File: config.mk
export PLATFORM = sky130hd
export DESIGN_NAME = aha_code_loader_flat
export DESIGN_NICKNAME = d
export VERILOG_FILES = /design/src/rtl/aha_code_loader_if.sv /design/src/rtl/aha_code_loader.sv /design/src/flat_wrapper.sv
export SDC_FILE = /design/constraint.sdc
export NUM_CORES = 1
export LEC_CHECK = 0
export ABC_CLOCK_PERIOD_IN_PS = 2000
export BUFFER_PORTS_ARGS = -buffer_cell sky130_fd_sc_hd__buf_2
export CORE_UTILIZATION = 50
export CTS_CLUSTER_SIZE = 16
export DETAILED_ROUTE_END_ITERATION = 6
export PLACE_DENSITY = 0.76
export SLEW_MARGIN = 5
export SYNTH_ARGS = -nofsm -noshare
export SYNTH_HDL_FRONTEND = slang
export SYNTH_SLANG_ARGS = --single-unit
File: constraint.sdc
create_clock -name HCLK -period 2 [get_ports HCLK]
set_input_delay 0.3 -clock HCLK [delete_from_list [all_inputs] [get_ports HCLK]]
set_output_delay 0.3 -clock HCLK [all_outputs]
set_load 0.005 [all_outputs]
File: src/rtl/aha_code_loader_if.sv
// -----------------------------------------------------------------------------
// aha_code_loader_if
// AHB-Lite write-path bundle between the code loader (master) and the
// code-region slave.
//   HTRANS  [1:0]  transfer type (IDLE 2'b00 / NONSEQ 2'b10)  master -> slave
//   HADDR   [31:0] byte address, always word aligned         master -> slave
//   HWRITE         write strobe for the address phase        master -> slave
//   HSIZE   [2:0]  transfer size, word                       master -> slave
//   HWDATA  [31:0] write data for the data phase             master -> slave
//   HREADY         phase completion / wait-state insertion   slave  -> master
//   HRESP   [1:0]  2'b00 OKAY, 2'b01 ERROR                   slave  -> master
// -----------------------------------------------------------------------------
interface aha_code_loader_if;
  logic [1:0]  HTRANS;
  logic [31:0] HADDR;
  logic        HWRITE;
  logic [2:0]  HSIZE;
  logic [31:0] HWDATA;
  logic        HREADY;
  logic [1:0]  HRESP;

  modport master (
    output HTRANS, HADDR, HWRITE, HSIZE, HWDATA,
    input  HREADY, HRESP
  );

  modport slave (
    input  HTRANS, HADDR, HWRITE, HSIZE, HWDATA,
    output HREADY, HRESP
  );
endinterface

File: src/rtl/aha_code_loader.sv
// -----------------------------------------------------------------------------
// aha_code_loader
// AHB-Lite master that streams a little-endian byte image into the code
// region while the Cortex-M3 is held in reset. Four bytes form one word,
// written to BASE_ADDR + 4*n. One transfer is outstanding at most (no
// address/data pipelining). Completion releases the CPU; a bus ERROR stops
// the load and keeps the CPU held.
//
// Ports
//   HCLK, HRESETn        clock, asynchronous active-low reset
//   LD_START             one-cycle start pulse (ignored while busy)
//   LD_LEN   [CNT_W:0]   words to load, sampled with LD_START
//   LD_VALID/LD_DATA     byte stream in, LD_READY back-pressure
//   ahb                  AHB-Lite master bundle (aha_code_loader_if.master)
//   LD_BUSY              high in FILL, ADDR and DATA
//   LD_DONE              sticky, all words written
//   LD_ERR               sticky, ERROR response seen
//   CPU_RELEASE          registered copy of LD_DONE
//   o_dbg_state [2:0]    current FSM state (state_t encoding)
//
// Handshake: a byte moves on a rising HCLK edge where LD_VALID && LD_READY
// are both high; LD_VALID may drop at any time and simply stalls the fill.
// On the AHB side an address or data phase completes only on an edge with
// HREADY high; HRESP is only looked at on that edge.
// -----------------------------------------------------------------------------
module aha_code_loader #(
  parameter int          CNT_W     = 14,
  parameter logic [31:0] BASE_ADDR = 32'h0000_0000
) (
  input  logic             HCLK,
  input  logic             HRESETn,
  input  logic             LD_START,
  input  logic [CNT_W:0]   LD_LEN,
  input  logic             LD_VALID,
  input  logic [7:0]       LD_DATA,
  output logic             LD_READY,
  aha_code_loader_if.master ahb,
  output logic             LD_BUSY,
  output logic             LD_DONE,
  output logic             LD_ERR,
  output logic             CPU_RELEASE,
  output logic [2:0]       o_dbg_state
);

  typedef enum logic [2:0] {
    ST_IDLE = 3'd0,
    ST_FILL = 3'd1,
    ST_ADDR = 3'd2,
    ST_DATA = 3'd3,
    ST_DONE = 3'd4,
    ST_ERR  = 3'd5
  } state_t;

  localparam logic [CNT_W:0] CNT_ONE = {{CNT_W{1'b0}}, 1'b1};

  state_t          r_state;
  state_t          w_state_nxt;

  logic [1:0]      r_idx;     // byte lane of the next accepted byte
  logic [23:0]     r_word;    // lower three bytes of the word being built
  logic [31:0]     r_hwdata;  // completed word, stable through ADDR and DATA
  logic [29:0]     r_waddr;   // word address; HADDR[1:0] is always zero
  logic [CNT_W:0]  r_len;
  logic [CNT_W:0]  r_cnt;
  logic            r_done;
  logic            r_err;
  logic            r_release;

  logic            w_start;
  logic            w_accept;
  logic            w_beat_ok;
  logic            w_beat_err;
  logic            w_last;
  logic [CNT_W:0]  w_cnt_inc;

  assign w_cnt_inc = r_cnt + CNT_ONE;

  // ---------------------------------------------------------------------------
  // FSM state register
  // ---------------------------------------------------------------------------
  always_ff @(posedge HCLK or negedge HRESETn) begin
    if (!HRESETn) begin
      r_state <= ST_IDLE;
    end else begin
      r_state <= w_state_nxt;
    end
  end

  // ---------------------------------------------------------------------------
  // FSM next state, event strobes and state-decoded outputs
  // ---------------------------------------------------------------------------
  always_comb begin
    w_state_nxt = r_state;
    w_start     = 1'b0;
    w_accept    = 1'b0;
    w_beat_ok   = 1'b0;
    w_beat_err  = 1'b0;
    w_last      = 1'b0;
    LD_READY    = 1'b0;
    LD_BUSY     = 1'b0;
    ahb.HTRANS  = 2'b00;
    ahb.HWRITE  = 1'b0;

    case (r_state)
      ST_IDLE, ST_DONE, ST_ERR: begin
        if (LD_START) begin
          w_start     = 1'b1;
          w_state_nxt = (LD_LEN == '0) ? ST_DONE : ST_FILL;
        end
      end

      ST_FILL: begin
        LD_READY = 1'b1;
        LD_BUSY  = 1'b1;
        if (LD_VALID) begin
          w_accept = 1'b1;
          if (r_idx == 2'd3) begin
            w_state_nxt = ST_ADDR;
          end
        end
      end

      ST_ADDR: begin
        LD_BUSY    = 1'b1;
        ahb.HTRANS = 2'b10;
        ahb.HWRITE = 1'b1;
        if (ahb.HREADY) begin
          w_state_nxt = ST_DATA;
        end
      end

      ST_DATA: begin
        LD_BUSY = 1'b1;
        if (ahb.HREADY) begin
          // Only OKAY counts as success; any other response aborts the load.
          if (ahb.HRESP != 2'b00) begin
            w_beat_err  = 1'b1;
            w_state_nxt = ST_ERR;
          end else begin
            w_beat_ok   = 1'b1;
            w_last      = (w_cnt_inc == r_len);
            w_state_nxt = w_last ? ST_DONE : ST_FILL;
          end
        end
      end

      default: begin
        w_state_nxt = ST_IDLE;
      end
    endcase
  end

  // ---------------------------------------------------------------------------
  // Datapath: byte assembly, address/count tracking, sticky status
  // ---------------------------------------------------------------------------
  always_ff @(posedge HCLK or negedge HRESETn) begin
    if (!HRESETn) begin
      r_idx     <= 2'd0;
      r_word    <= 24'd0;
      r_hwdata  <= 32'd0;
      r_waddr   <= BASE_ADDR[31:2];
      r_len     <= '0;
      r_cnt     <= '0;
      r_done    <= 1'b0;
      r_err     <= 1'b0;
      r_release <= 1'b0;
    end else begin
      if (w_start) begin
        r_len     <= LD_LEN;
        r_cnt     <= '0;
        r_idx     <= 2'd0;
        r_err     <= 1'b0;
        r_waddr   <= BASE_ADDR[31:2];
        // A zero-length load is complete immediately. CPU_RELEASE is a
        // separate flop loaded with the same value so it changes on the
        // same edge as LD_DONE and never leads or trails it.
        r_done    <= (LD_LEN == '0);
        r_release <= (LD_LEN == '0);
      end

      if (w_accept) begin
        r_idx <= r_idx + 2'd1;
        case (r_idx)
          2'd0:    r_word[7:0]   <= LD_DATA;
          2'd1:    r_word[15:8]  <= LD_DATA;
          2'd2:    r_word[23:16] <= LD_DATA;
          default: r_hwdata      <= {LD_DATA, r_word};
        endcase
      end

      if (w_beat_ok) begin
        r_cnt   <= w_cnt_inc;
        r_waddr <= r_waddr + 30'd1;
        if (w_last) begin
          r_done    <= 1'b1;
          r_release <= 1'b1;
        end
      end

      // HADDR is left on the failing address.
      if (w_beat_err) begin
        r_err <= 1'b1;
      end
    end
  end

  assign ahb.HADDR  = {r_waddr, 2'b00};
  assign ahb.HSIZE  = 3'b010;
  assign ahb.HWDATA = r_hwdata;

  assign LD_DONE     = r_done;
  assign LD_ERR      = r_err;
  assign CPU_RELEASE = r_release;
  assign o_dbg_state = r_state;

endmodule

File: src/flat_wrapper.sv
// flat-port wrapper written by rule: the top's interface ports become plain ports
module aha_code_loader_flat 
#(
  parameter int          CNT_W     = 14,
  parameter logic [31:0] BASE_ADDR = 32'h0000_0000
)
  (HCLK, HRESETn, LD_START, LD_LEN, LD_VALID, LD_DATA, LD_READY, LD_BUSY, LD_DONE, LD_ERR, CPU_RELEASE, o_dbg_state, ahb_HTRANS, ahb_HADDR, ahb_HWRITE, ahb_HSIZE, ahb_HWDATA, ahb_HREADY, ahb_HRESP);
  aha_code_loader_if ahb_i ();
  input  logic HCLK;
  input  logic HRESETn;
  input  logic LD_START;
  input  logic [CNT_W:0] LD_LEN;
  input  logic LD_VALID;
  input  logic [7:0] LD_DATA;
  output logic LD_READY;
  output logic LD_BUSY;
  output logic LD_DONE;
  output logic LD_ERR;
  output logic CPU_RELEASE;
  output logic [2:0] o_dbg_state;
  output wire logic [$bits(ahb_i.HTRANS)-1:0] ahb_HTRANS;
  output wire logic [$bits(ahb_i.HADDR)-1:0] ahb_HADDR;
  output wire logic [$bits(ahb_i.HWRITE)-1:0] ahb_HWRITE;
  output wire logic [$bits(ahb_i.HSIZE)-1:0] ahb_HSIZE;
  output wire logic [$bits(ahb_i.HWDATA)-1:0] ahb_HWDATA;
  input wire logic [$bits(ahb_i.HREADY)-1:0] ahb_HREADY;
  input wire logic [$bits(ahb_i.HRESP)-1:0] ahb_HRESP;
  assign ahb_HTRANS = ahb_i.HTRANS;
  assign ahb_HADDR = ahb_i.HADDR;
  assign ahb_HWRITE = ahb_i.HWRITE;
  assign ahb_HSIZE = ahb_i.HSIZE;
  assign ahb_HWDATA = ahb_i.HWDATA;
  assign ahb_i.HREADY = ahb_HREADY;
  assign ahb_i.HRESP = ahb_HRESP;
  aha_code_loader #(.CNT_W(CNT_W), .BASE_ADDR(BASE_ADDR)) u_core (.HCLK(HCLK), .HRESETn(HRESETn), .LD_START(LD_START), .LD_LEN(LD_LEN), .LD_VALID(LD_VALID), .LD_DATA(LD_DATA), .LD_READY(LD_READY), .ahb(ahb_i), .LD_BUSY(LD_BUSY), .LD_DONE(LD_DONE), .LD_ERR(LD_ERR), .CPU_RELEASE(CPU_RELEASE), .o_dbg_state(o_dbg_state));
endmodule
==> flow_metrics.env <==
export IMPL_port_buffers=101
export IMPL_rr_worst_depth=8
export IMPL_violations="negative setup slack"
export IMPL_synth_cell_types=56
export IMPL_ant_nets=0
export IMPL_clk_latency_ns=0.42
export IMPL_die_w_um=111
export IMPL_place_congestion=0.840
export IMPL_hp_class="primary input to flop"
export IMPL_fp_dieArea_um2=12200
export IMPL_grt_max_degree=36
export IMPL_holdCritStartpoint="LD_LEN[6]"
export IMPL_drt_iter0_drc=314
export IMPL_gr_usage_all_layers_pct=24.0
export IMPL_synthCells=526
export IMPL_seq_area_um2=3100
export IMPL_endpoint_kind="flop"
export IMPL_placeableCoreArea_um2=11500
export IMPL_yosys_warnings=0
export IMPL_globalRouteMet2Util_pct=37.8
export IMPL_fp_dieH_um=111
export IMPL_reg2reg_to="u_core.o_dbg_state[0]$_DFFE_PN0P_"
export IMPL_drv_cap=0
export IMPL_worstSetupPathType="flop to flop"
export IMPL_layout_common_cells="123 x dfrtp_1, 100 x buf_2, 71 x mux2_2"
export IMPL_clkTransAtPathRegs_ns=0.06
export IMPL_holdPathStages=2
export IMPL_synth_edf_count=0
export IMPL_crit_fanout=4
export IMPL_regToRegSetupSlack_ns=-0.10
export IMPL_diodes=0
export IMPL_max_freq_mhz=475
export IMPL_num_io_pins=108
export IMPL_arrival_ns=2.41
export IMPL_grt_pass1_vias=4607
export IMPL_final_common_cell="dfrtp_1"
export IMPL_worst_slack_ns=-0.104
export IMPL_place_hpwl_um=9620
export IMPL_grt_util_met3_pct=7.52
export IMPL_nFillCells=842
export IMPL_status="complete, but fails checks"
export IMPL_antenna_found_initial=0
export IMPL_h_tree_depth=4
export IMPL_cellLeakagePower_nw=3.73
export IMPL_area_growth_pct=29.5
export IMPL_fin_tns_setup_ns=-0.243
export IMPL_fin_skew_ns=0.00490
export IMPL_drt_first_pass_iters=4
export IMPL_ys_flop_type="dfrtp_1"
export IMPL_syn_area_um2=5890
export IMPL_yosysSeqAreaShare_pct=52.7
export IMPL_rows=39
export IMPL_worstSetupStartpointType="flop"
export IMPL_finish_utilization_pct=66.5
export IMPL_num_vias=4737
export IMPL_synth_seq_cells=124
export IMPL_via_per_inst=5.70
export IMPL_final_hold_viol_count=0
export IMPL_drv_slew=0
export IMPL_rsz0062_at_grt="true"
export IMPL_top_usage_layer="met2"
export IMPL_post_route_cell_area_um2=7630
export IMPL_hold_end="u_core.r_len[6]$_DFFE_PN0P_"
export IMPL_grt_remaining_overflow=0
export IMPL_drc=0
export IMPL_multi_input_area_um2=2760
export IMPL_drive_gt1_share_pct=43.0
export IMPL_finalCriticalPeriod_ns=2.10
export IMPL_finalSetupViolCount=4
export IMPL_peakVddDrop_mv=1.05
export IMPL_placed_cell_area_um2=6830
export IMPL_cts_sinks=124
export IMPL_routed_wl_um=14100
export IMPL_pre_cts_slack_ns=-0.238
export IMPL_fin_hold_ws_ns=0.121
export IMPL_required_ns=2.30
export IMPL_post_route_period_util_pct=105
export IMPL_avgSynthCellArea_um2=11.2
export IMPL_nets=711
export IMPL_grt_pass1_wl_um=22900
export IMPL_cts_tree="built"
export IMPL_root_buffer="clkbuf_16"
export IMPL_r2r_start="u_core.r_cnt[1]$_DFFE_PN0P_"
export IMPL_cts_buffer_depth=2
export IMPL_avgRoutedWirePerCell_um=17.0
export IMPL_power_density_nw_per_um2=1180
export IMPL_synthArstFlopShare_pct=100
export IMPL_start_util_pct=51.3
export IMPL_grt_use_met1_pct=30.5
export IMPL_cts_made_buffers=17
==> cells in the mapped netlist, drive strengths merged (3+ instances only) <==
master  number  area (um^2)
nand4       14          103
clkbuf      16         72.6
inv          7         26.3
or4          4         38.8
o21ai       48          240
mux2        71          800
xor2         8         70.1
a21oi       10         50.1
or3          3         18.8
buf         16          109
ha           6         75.1
xnor2       17          149
nand2b       3         18.8
dfrtp      124         3100
and2         5         31.3
nand2       45          176
mux2i        6         60.1
o31ai       11         82.6
nor3        11         65.1
nor4         6         43.8
nand3       34          170
and3         6         38.8
nor2        28          105
==> how the worst max path moves through the flow <==
stage,startpoint,end,depth (start not counted)
after floorplan,u_core.r_cnt[0]$_DFFE_PN0P_,u_core.o_dbg_state[0]$_DFFE_PN0P_,8
after global placement,LD_LEN[6],u_core.o_dbg_state[0]$_DFFE_PN0P_,8
after detailed placement,LD_LEN[6],u_core.o_dbg_state[0]$_DFFE_PN0P_,8
after CTS,u_core.r_cnt[1]$_DFFE_PN0P_,u_core.o_dbg_state[0]$_DFFE_PN0P_,7
after global routing,u_core.r_cnt[3]$_DFFE_PN0P_,u_core.o_dbg_state[0]$_DFFE_PN0P_,5
final,u_core.r_cnt[1]$_DFFE_PN0P_,u_core.o_dbg_state[0]$_DFFE_PN0P_,8
==> power breakdown <==
group / internal, mW / total, mW / switching (mW)
Combinational: 1.24 / 2.32 / 1.08
Sequential: 3.21 / 3.65 / 0.436
Clock: 1.76 / 3.00 / 1.25
Total: 6.20 / 8.97 / 2.77
==> registers in the layout, summed over array words and instances (netlist names) <==
signal,flops
u_core.LD_DONE,1
u_core.ahb.HWDATA,32
u_core.r_word,24
u_core.r_waddr,30
u_core.r_idx,2
u_core.CPU_RELEASE,1
u_core.LD_ERR,1
u_core.o_dbg_state,3
u_core.r_len,15
u_core.r_cnt,15
==> stage by stage <==
step / std cells / power [mW]
detailed placement: 790 / 5.90
global route: 831 / 9.42
finish: 831 / 8.97
floorplan: 530 / 5.03
global placement: 790 / 5.74
CTS: 824 / 8.96
==> metal layers <==
layer	share of wire [%]	routed length, um
met5	0	0
met2	49	6940
met1	42	5960
met4	2.1	290
met3	6.7	943
==> area by class of cell <==
| cell class | count | area share, % |
|---|---|---|
| clock buffer | 17 | 5.58 |
| clock inverter | 15 | 2.00 |
| inverter | 7 | 0.344 |
| multi-input combinational | 367 | 36.2 |
| sequential | 124 | 40.7 |
| tap | 143 | 2.35 |
| timing repair buffer | 158 | 12.8 |
==> kinds of logic after synthesis <==
logic type	synth area share, %
XOR/XNOR	3.72
AND/OR/NAND/NOR	15.1
multiplexers	14.6
other	0.128
buffers and inverters	3.53
flip-flops	52.7
AO/OA/AOI/OAI	8.97
adder cells (fa/ha/maj)	1.27
==> critical path, stage by stage, from the launching register on <==
cell and delay (ns):
dfrtp_1 0.41, ha_4 0.19, and3_4 0.17, buf_4 0.16
nand3_4 0.09, mux2i_1 0.23, a21oi_1 0.10, nand4b_1 0.32
o31a_1 0.32
==> what timing repair did <==
| item | in CTS | in global routing |
|---|---|---|
| pin swaps | 2 | 12 |
| endpoints found under the hold margin | 25 | 0 |
| hold buffers | 1 | 0 |
| resized for setup | 10 | 19 |
| setup buffers | 1 | 7 |
| endpoints found under the setup margin | 15 | 31 |
Note: power is estimated with default switching activity, not from simulation.
